--- src/rtl/mem_arbiter.sv ---
// Two-port RAM arbiter: fetch (read-only) and data (load/store)
// share one synchronous single-port RAM through an IDLE/ACCESS/RESP FSM.
//
// Ports:
//   clk, rst          clock, async active-high reset
//   if_req/if_addr    fetch request in; if_gnt, if_rvalid, if_rdata out
//   d_req/d_we/d_addr/d_wdata   data request in; d_gnt, d_rvalid, d_rdata out
//   ram_addr/ram_wdata/ram_wren registered RAM command out
//   ram_rdata         RAM read data in (one cycle after address)
//   busy              high whenever FSM is not in IDLE
//
// Build option: define MEM_ARBITER_RR_EN for round-robin tie breaking;
// otherwise the data port wins every tie.

module mem_arbiter #(
  parameter int WIDTH      = 32,
  parameter int ADDR_WIDTH = 8
) (
  input  logic                  clk,
  input  logic                  rst,
  input  logic                  if_req,
  input  logic [ADDR_WIDTH-1:0] if_addr,
  output logic                  if_gnt,
  output logic                  if_rvalid,
  output logic [WIDTH-1:0]      if_rdata,
  input  logic                  d_req,
  input  logic                  d_we,
  input  logic [ADDR_WIDTH-1:0] d_addr,
  input  logic [WIDTH-1:0]      d_wdata,
  output logic                  d_gnt,
  output logic                  d_rvalid,
  output logic [WIDTH-1:0]      d_rdata,
  output logic [ADDR_WIDTH-1:0] ram_addr,
  output logic [WIDTH-1:0]      ram_wdata,
  output logic                  ram_wren,
  input  logic [WIDTH-1:0]      ram_rdata,
  output logic                  busy
);

  typedef enum logic [1:0] {
    IDLE   = 2'd0,
    ACCESS = 2'd1,
    RESP   = 2'd2
  } state_t;

  state_t state_q;
  state_t state_d;

  // owner_q: 1 = data port owns the transaction in flight
  logic owner_q;
  logic we_q;
  logic grant;
  logic pick_d;
  logic tie_to_d;

`ifdef MEM_ARBITER_RR_EN
  // 1 = data port received the most recent grant
  logic last_q;

  always_ff @(posedge clk or posedge rst) begin
    if (rst) begin
      last_q <= 1'b0;
    end else if (grant) begin
      last_q <= pick_d;
    end
  end

  assign tie_to_d = ~last_q;
`else
  assign tie_to_d = 1'b1;
`endif

  // A lone requester always wins; only a tie consults the policy.
  assign pick_d = d_req & (~if_req | tie_to_d);

  assign busy = (state_q == ACCESS) || (state_q == RESP);

  always_comb begin
    state_d   = state_q;
    grant     = 1'b0;
    if_gnt    = 1'b0;
    d_gnt     = 1'b0;
    ram_wren  = 1'b0;
    if_rvalid = 1'b0;
    d_rvalid  = 1'b0;
    if_rdata  = '0;
    d_rdata   = '0;
    unique case (state_q)
      ACCESS: begin
        ram_wren = we_q;
        state_d  = we_q ? IDLE : RESP;
      end
      RESP: begin
        if (owner_q) begin
          d_rvalid = 1'b1;
          d_rdata  = ram_rdata;
        end else begin
          if_rvalid = 1'b1;
          if_rdata  = ram_rdata;
        end
        state_d = IDLE;
      end
      default: begin
        // IDLE, and the unused encoding behaves as IDLE.
        // Grants are suppressed while reset is held.
        state_d = IDLE;
        if (!rst && (if_req || d_req)) begin
          grant   = 1'b1;
          d_gnt   = pick_d;
          if_gnt  = ~pick_d;
          state_d = ACCESS;
        end
      end
    endcase
  end

  // The RAM command registers double as the transaction latch:
  // loaded at grant, presented during ACCESS, held afterwards.
  always_ff @(posedge clk or posedge rst) begin
    if (rst) begin
      state_q   <= IDLE;
      owner_q   <= 1'b0;
      we_q      <= 1'b0;
      ram_addr  <= '0;
      ram_wdata <= '0;
    end else begin
      state_q <= state_d;
      if (grant) begin
        owner_q  <= pick_d;
        we_q     <= pick_d & d_we;
        ram_addr <= pick_d ? d_addr : if_addr;
        if (pick_d) begin
          ram_wdata <= d_wdata;
        end
      end
    end
  end

endmodule
--- config.mk ---
export PLATFORM = sky130hd
export DESIGN_NAME = mem_arbiter
export DESIGN_NICKNAME = d
export VERILOG_FILES = /design/src/rtl/mem_arbiter.sv
export SDC_FILE = /design/constraint.sdc
export NUM_CORES = 1
export LEC_CHECK = 0
export ABC_CLOCK_PERIOD_IN_PS = 2200
export CORE_MARGIN = 5
export CORE_UTILIZATION = 33
export DETAILED_ROUTE_END_ITERATION = 10
export PLACE_DENSITY_LB_ADDON = 0.25
export RECOVER_POWER = 50
export SYNTH_ARGS = -nofsm -noshare
export SYNTH_HDL_FRONTEND = slang
export SYNTH_SLANG_ARGS = --single-unit
export TNS_END_PERCENT = 10
--- constraint.sdc ---
create_clock -name clk -period 2.2 [get_ports clk]
set_clock_uncertainty 0.05 [all_clocks]
set_input_delay 0.44 -clock clk [delete_from_list [all_inputs] [get_ports clk]]
set_output_delay 0.44 -clock clk [all_outputs]
set_load 0.005 [all_outputs]
==> results.py, run 1 <==
metrics = {
    "place": {
        "dp_hpwl_mm": 6.506,
        "gp_congestion": 0.7594,
        "place_ws_ns": -0.03259,
        "portBuffers": 194,
    },
    "floorplan": {
        "pin_count": 195,
        "die_h_um": 94.79,
        "fp.dieW_um": 94.79,
        "die-area_sq_um": 8984,
        "initial_core_util_pct": 33.24,
        "core_sq_um": 7137,
        "row_count": 31,
    },
    "drt": {
        "vias": 2216,
        "dr.pass1.iters": 4,
        "drc": 0,
        "routed_wl_mm": 8.252,
        "postRouteAntennaNets": 0,
        "drt_iter0_markers": 21,
        "wl_per_cell_um": 16.77,
        "vias_per_cell": 4.504,
    },
    "clock_tree": {
        "htreeDepth": 2,
        "cts_max_path_buffers": 2,
        "clk_pin_slew_ns": 0.08,
        "clock_sinks": 44,
        "root_buffer": "clkbuf_8",
        "cts_buffers": 5,
        "cts_hold_buf": 0,
        "insertion_delay_ns": 0.29,
        "tritoncts": "done",
    },
    "timing": {
        "drv_slew": 0,
        "fin_crit_ns": 2.277,
        "tightestPinTransition_ns": 0.8057,
        "worst_slack_ns": -0.07718,
        "setup_viol": 1,
        "rsz0062_at_grt": "true",
        "fmax_mhz": 439.1,
        "hold_violations": 0,
        "fin_crit_sh_pct": 103.5,
        "slew_headroom_pct": 46.29,
    },
    "cells_and_area": {
        "nNetsFinal": 480,
        "final_cell_mix": "clkdlybuf4s50_1 (126), dfrtp_1 (43), and3_1 (32)",
        "diodes": 0,
        "layout_commonest_cell": "clkdlybuf4s50_1",
        "area_delta_synth_final_pct": 94.78,
        "drive_gt1_share_pct": 29.26,
    },
    "power": {
        "p_comb_share_pct": 40.0,
        "seq_power_share_pct": 38.3,
        "vdd_drop_max_mv": 0.4808,
        "p_sw_share_pct": 25.87,
        "pwr_density_cell_nw_per_um2": 646.8,
        "p_int_w": 0.002216,
        "power_w": 0.002989,
        "clkPwrFrac_pct": 21.7,
        "p_sw_w": 0.0007731,
        "p_leak_nw": 2.585,
    },
    "yosys": {
        "synth_fp_nets": 278,
        "synthesis.area_sq_um": 2372,
        "syn_inst": 190,
        "syn_avg_cell_area_sq_um": 12.49,
        "synth_seq_cells": 44,
        "ys_warn_count": 0,
        "synth_seq_area_share_pct": 46.41,
        "ys_types": 19,
    },
    "min_path": {
        "hp-class": "reg -> reg",
    },
    "worst_setup_path": {
        "end_kind": "primary output",
        "worstPathRequired_ns": 1.71,
        "crit_fanout": 15,
        "crit_arrival_ns": 1.79,
        "cp-start-kind": "register",
        "critPathKind": "reg -> out",
    },
    "grt": {
        "grt_pass1_wl_mm": 12.08,
        "grt.overflow.total": 0,
        "grt_max_degree": 36,
        "grt_use_total_pct": 17.50,
        "antenna_found_initial": 0,
        "grt_pass1_vias": 2327,
    },
    "outcome": {
        "status": "finished with violations",
        "violations": "negative setup slack",
    },
    "flow_run": {
        "maxCapViolCount": 0,
    },
}
[repair_timing]
action	in CTS	in global routing
endpoints found under the setup margin	67	57
cloned	1	1
setup buffers	3	0
resized for setup	60	95
pin swaps	0	2
[flip-flops by register name, summed over array words and instances (netlist names)]
signal     flops
ram_wdata     32
owner_q        1
state_q        2
we_q           1
ram_addr       8
[metrics by stage]
step                instances  util [%]  setup TNS, ns  hold slack, ns  instance area (sq um)
floorplan                 190         -              0          0.3723                   2372
global placement          479     62.73      -0.008676          0.3876                   4477
detailed placement        479     62.73       -0.04365          0.3984                   4477
CTS                       491     65.01         -3.279          0.4105                   4639
global route              492     64.74        -0.9567          0.4246                   4621
finish                    492     64.74       -0.07718          0.4025                   4621
[cells in the mapped netlist (all sizes together)]
cell type | number | share of area (%)
nor3b | 1 | 0.32
ha | 3 | 1.6
dfrtp | 44 | 46
mux2 | 48 | 27
buf | 6 | 2.5
and2 | 34 | 9.1
nand2 | 1 | 0.16
and3 | 32 | 8.4
o21ai | 1 | 0.37
clkbuf | 9 | 1.4
a22o | 1 | 0.37
nor2b | 2 | 0.84
a21o | 1 | 0.32
inv | 5 | 0.79
nor2 | 2 | 0.32
[path summary, 6_finish.rpt]
check / from / cells past startpoint / slack (ns) / endpoint
setup / recovery: state_q[0] / 7 / -0.08 / if_rdata[8]
hold / removal: we_q / 1 / 0.40 / state_q[1]
setup reg to reg: state_q[0] / 6 / 0.23 / ram_addr[4]
hold reg to reg: we_q / 1 / 0.40 / state_q[1]
max in group asynchronous: rst / 4 / 0.38 / ram_addr[3]
min in group asynchronous: rst / 3 / 0.65 / ram_addr[5]
[final cells by class]
class	instances	area (sq um)
Multi-Input combinational cell	126	1200
Tap cell	99	123.9
Inverter	5	18.77
Fill cell	590	2516
Sequential cell	44	1102
Timing Repair Buffer	210	2057
Clock inverter	3	50.05
Clock buffer	5	68.82
[layer usage]
| layer | vias to the layer above | share of wire (%) | global-route usage, % |
|---|---|---|---|
| li1 | 1054 | - | - |
| met1 | 1036 | 34 | 16.99 |
| met2 | 117 | 52 | 33.18 |
| met3 | 9 | 12 | 7.809 |
| met4 | 0 | 1.8 | 4.808 |
| met5 | - | 0 | 0 |
[critical path, stage by stage (launching register included)]
cell and delay, ns:
dfrtp_1 0.40, inv_2 0.11, ha_4 0.18, nor2b_4 0.21, buf_12 0.15, buf_4 0.11
and2_4 0.14, clkdlybuf4s15_2 0.19
[logic make-up (layout without fill, tap and decap cells)]
family	after synthesis	after routing	synth area share [%]
adder cells (fa/ha/maj)	3	3	1.582
buffers and inverters	20	223	4.746
AO/OA/AOI/OAI	3	3	1.055
AND/OR/NAND/NOR	72	72	19.15
multiplexers	48	48	27.06
flip-flops	44	44	46.41
[power by group through the flow]
stage / logic (W) / clock network, W / registers (W)
floorplan: 0.000434 / 0 / 0.00117
global placement: 0.00120 / 0 / 0.00115
detailed placement: 0.00121 / 0 / 0.00115
CTS: 0.00122 / 0.000681 / 0.00115
global route: 0.00129 / 0.000704 / 0.00118
finish: 0.00120 / 0.000648 / 0.00114
No activity file was read; power rests on OpenSTA's default activity.
==> run 2: changes to the inputs <==
Settings changed: REMOVE_ABC_BUFFERS from default to 1.
==> run 2 against run 1 <==
The flow still finishes with violations (negative setup slack); routed wire length decreased by 4.4%; sequential cell count unchanged; final area increased by 0.35%; clock power decreased by 25%; utilization increased by 0.23 points; register-to-register slack got worse by 0.05 ns; non-clock buffer count decreased by 5; setup slack got worse by 0.011 ns; final cell count decreased by 1.0%; combinational power decreased by 8%.
==> results.py, run 2 (synthesized netlist as in run 1, its figures left out) <==
metrics = {
    "worst_setup_path": {
        "cp-start-kind": "register",
        "end_kind": "primary output",
        "slowest_delay_ns": 0.54,
        "crit_arrival_ns": 1.80,
        "critPathKind": "reg -> out",
        "path_cells": "inv_2, ha_4, buf_12, and3_1, clkdlybuf4s50_1",
        "reg2reg_from": "state_q[1]",
        "startpoint": "state_q[0]",
        "critPathTopFamily": "buffers and inverters",
        "worstPathRequired_ns": 1.71,
        "crit_fanout": 32,
        "cp_num_buf_inv": 3,
        "slowest_stage": "clkdlybuf4s50_1",
    },
    "clock_tree": {
        "cts_max_path_buffers": 2,
        "htreeDepth": 2,
        "clock_sinks": 44,
        "post-cts-setup-buffer-count": 0,
        "tritoncts": "done",
        "root_buffer": "clkbuf_8",
        "clk_pin_slew_ns": 0.07,
        "insertion_delay_ns": 0.28,
        "cts_buffers": 5,
    },
    "floorplan": {
        "die-area_sq_um": 8984,
        "fp.dieW_um": 94.79,
        "pin_count": 195,
        "core_sq_um": 7137,
        "initial_core_util_pct": 33.24,
        "die_h_um": 94.79,
        "row_count": 31,
    },
    "drt": {
        "routed_wl_mm": 7.892,
        "drt_iter0_markers": 38,
        "dr_wl_met2_mm": 3.985,
        "m1WireLength_mm": 2.876,
        "vias": 2168,
        "vias_per_cell": 4.452,
        "top_layer": "met4",
        "dr_wl_met3_mm": 1.006,
        "dr.pass1.iters": 4,
        "postRouteAntennaNets": 0,
        "wl_per_cell_um": 16.21,
        "drc": 0,
    },
    "place": {
        "dp_cells": 479,
        "gp_congestion": 0.7307,
        "portBuffers": 194,
        "place_area_sq_um": 4452,
        "dp_hpwl_mm": 6.165,
    },
    "flow_run": {
        "maxCapViolCount": 0,
    },
    "timing": {
        "fin_crit_ns": 2.288,
        "drv_slew": 0,
        "fmax_mhz": 437.0,
        "worst_slack_ns": -0.08814,
        "rsz0062_at_grt": "true",
        "setup_viol": 27,
        "slew_headroom_pct": 27.74,
        "fin_crit_sh_pct": 104.0,
        "whs_ns": 0.4042,
        "hold_violations": 0,
        "tightestPinTransition_ns": 1.084,
    },
    "outcome": {
        "status": "finished with violations",
        "violations": "negative setup slack",
    },
    "grt": {
        "grt.overflow.total": 0,
        "grt_pass1_wl_mm": 11.07,
        "antenna_found_initial": 0,
        "grt_use_total_pct": 15.76,
        "grt_pass1_vias": 2203,
        "grt_max_degree": 45,
    },
    "cells_and_area": {
        "largest_reg_flops": 32,
        "stdcell_count": 487,
        "nNetsFinal": 475,
        "area_delta_synth_final_pct": 95.46,
        "final_cell_mix": "clkdlybuf4s50_1 (116), dfrtp_1 (44), dlygate4sd3_1 (39)",
        "post-route-cell-area_sq_um": 4637,
        "drive_gt1_share_pct": 17.78,
        "final_core_util_pct": 64.97,
        "reg_top3": "ram_wdata (32), ram_addr (8), state_q (2)",
        "layout_commonest_cell": "clkdlybuf4s50_1",
        "diodes": 0,
        "top_register": "ram_wdata",
    },
    "power": {
        "p_sw_w": 0.0007170,
        "clkPwrFrac_pct": 17.9,
        "p_sw_share_pct": 26.35,
        "p_int_w": 0.002005,
        "pwr_density_cell_nw_per_um2": 586.9,
        "p_leak_nw": 2.696,
        "p_comb_share_pct": 40.4,
        "seq_power_share_pct": 41.6,
        "power_w": 0.002722,
        "vdd_drop_max_mv": 0.5783,
    },
    "min_path": {
        "hp-start": "we_q",
        "hp-class": "reg -> reg",
    },
}
[run 2: cell count changes in the layout (fill, tap and decap cells not counted), sizes merged]
cell           change
clkdlybuf4s50     -10
dlygate4sd2       -10
clkbuf            -23
buf               -11
inv                -1
clkdlybuf4s15      -1
dlymetal6s2s      +14
bufinv             -1
dlygate4sd3       +38
[run 2: through the flow]
stage	setup slack [ns]	setup TNS (ns)
2_1_floorplan	-0.2626	-8.159
3_3_place_gp	-0.04835	-0.04835
3_5_place_dp	-0.05705	-0.06986
4_1_cts	-0.2355	-11.22
5_1_grt	-0.1659	-3.113
6_report	-0.08814	-0.8200
[run 2: final timing paths]
path,end,slack (ns),depth (start not counted)
min in group asynchronous,ram_wdata[17],1.03,4
max in group asynchronous,ram_addr[2],0.41,4
hold reg to reg,state_q[1],0.40,1
hold / removal,state_q[1],0.40,1
setup / recovery,d_rdata[12],-0.09,5
setup reg to reg,ram_wdata[27],0.18,5
[run 2: repair_timing]
item                       4_1_cts  5_1_grt
hold buffers                     0        0
gates resized for setup          3       45
setup endpoints to repair       67       65
[run 2: layout make-up]
type                            instances  area [sq um]
Clock buffer                            7         76.32
Sequential cell                        44          1101
Fill cell                             597          2500
Multi-Input combinational cell        126          1171
Inverter                                5         18.77
Clock inverter                          1         8.758
Tap cell                               99         123.9
Timing Repair Buffer                  205          2137
[run 2: power groups by stage]
stage	Clock [W]	Combinational, W	Sequential [W]
floorplan	0	0.000389	0.00118
global placement	0	0.00118	0.00114
detailed placement	0	0.00119	0.00115
CTS	0.000510	0.00120	0.00114
global route	0.000549	0.00118	0.00116
finish	0.000488	0.00110	0.00113
[run 2: routing by layer]
metal  GRT usage (%)  vias up
li1                -     1041
met4           2.163        0
met3           7.410        2
met1           16.04     1012
met5               0        -
met2           29.77      113
[run 2: worst reg2reg max path: cells and delay by family (launching register included)]
kind                       cells  cell delay (ns)
adders and majority gates      1             0.32
buffers and inverters          1             0.32
DFF                            1             0.42
muxes                          1             0.38
and+or+nand+nor                2             0.43
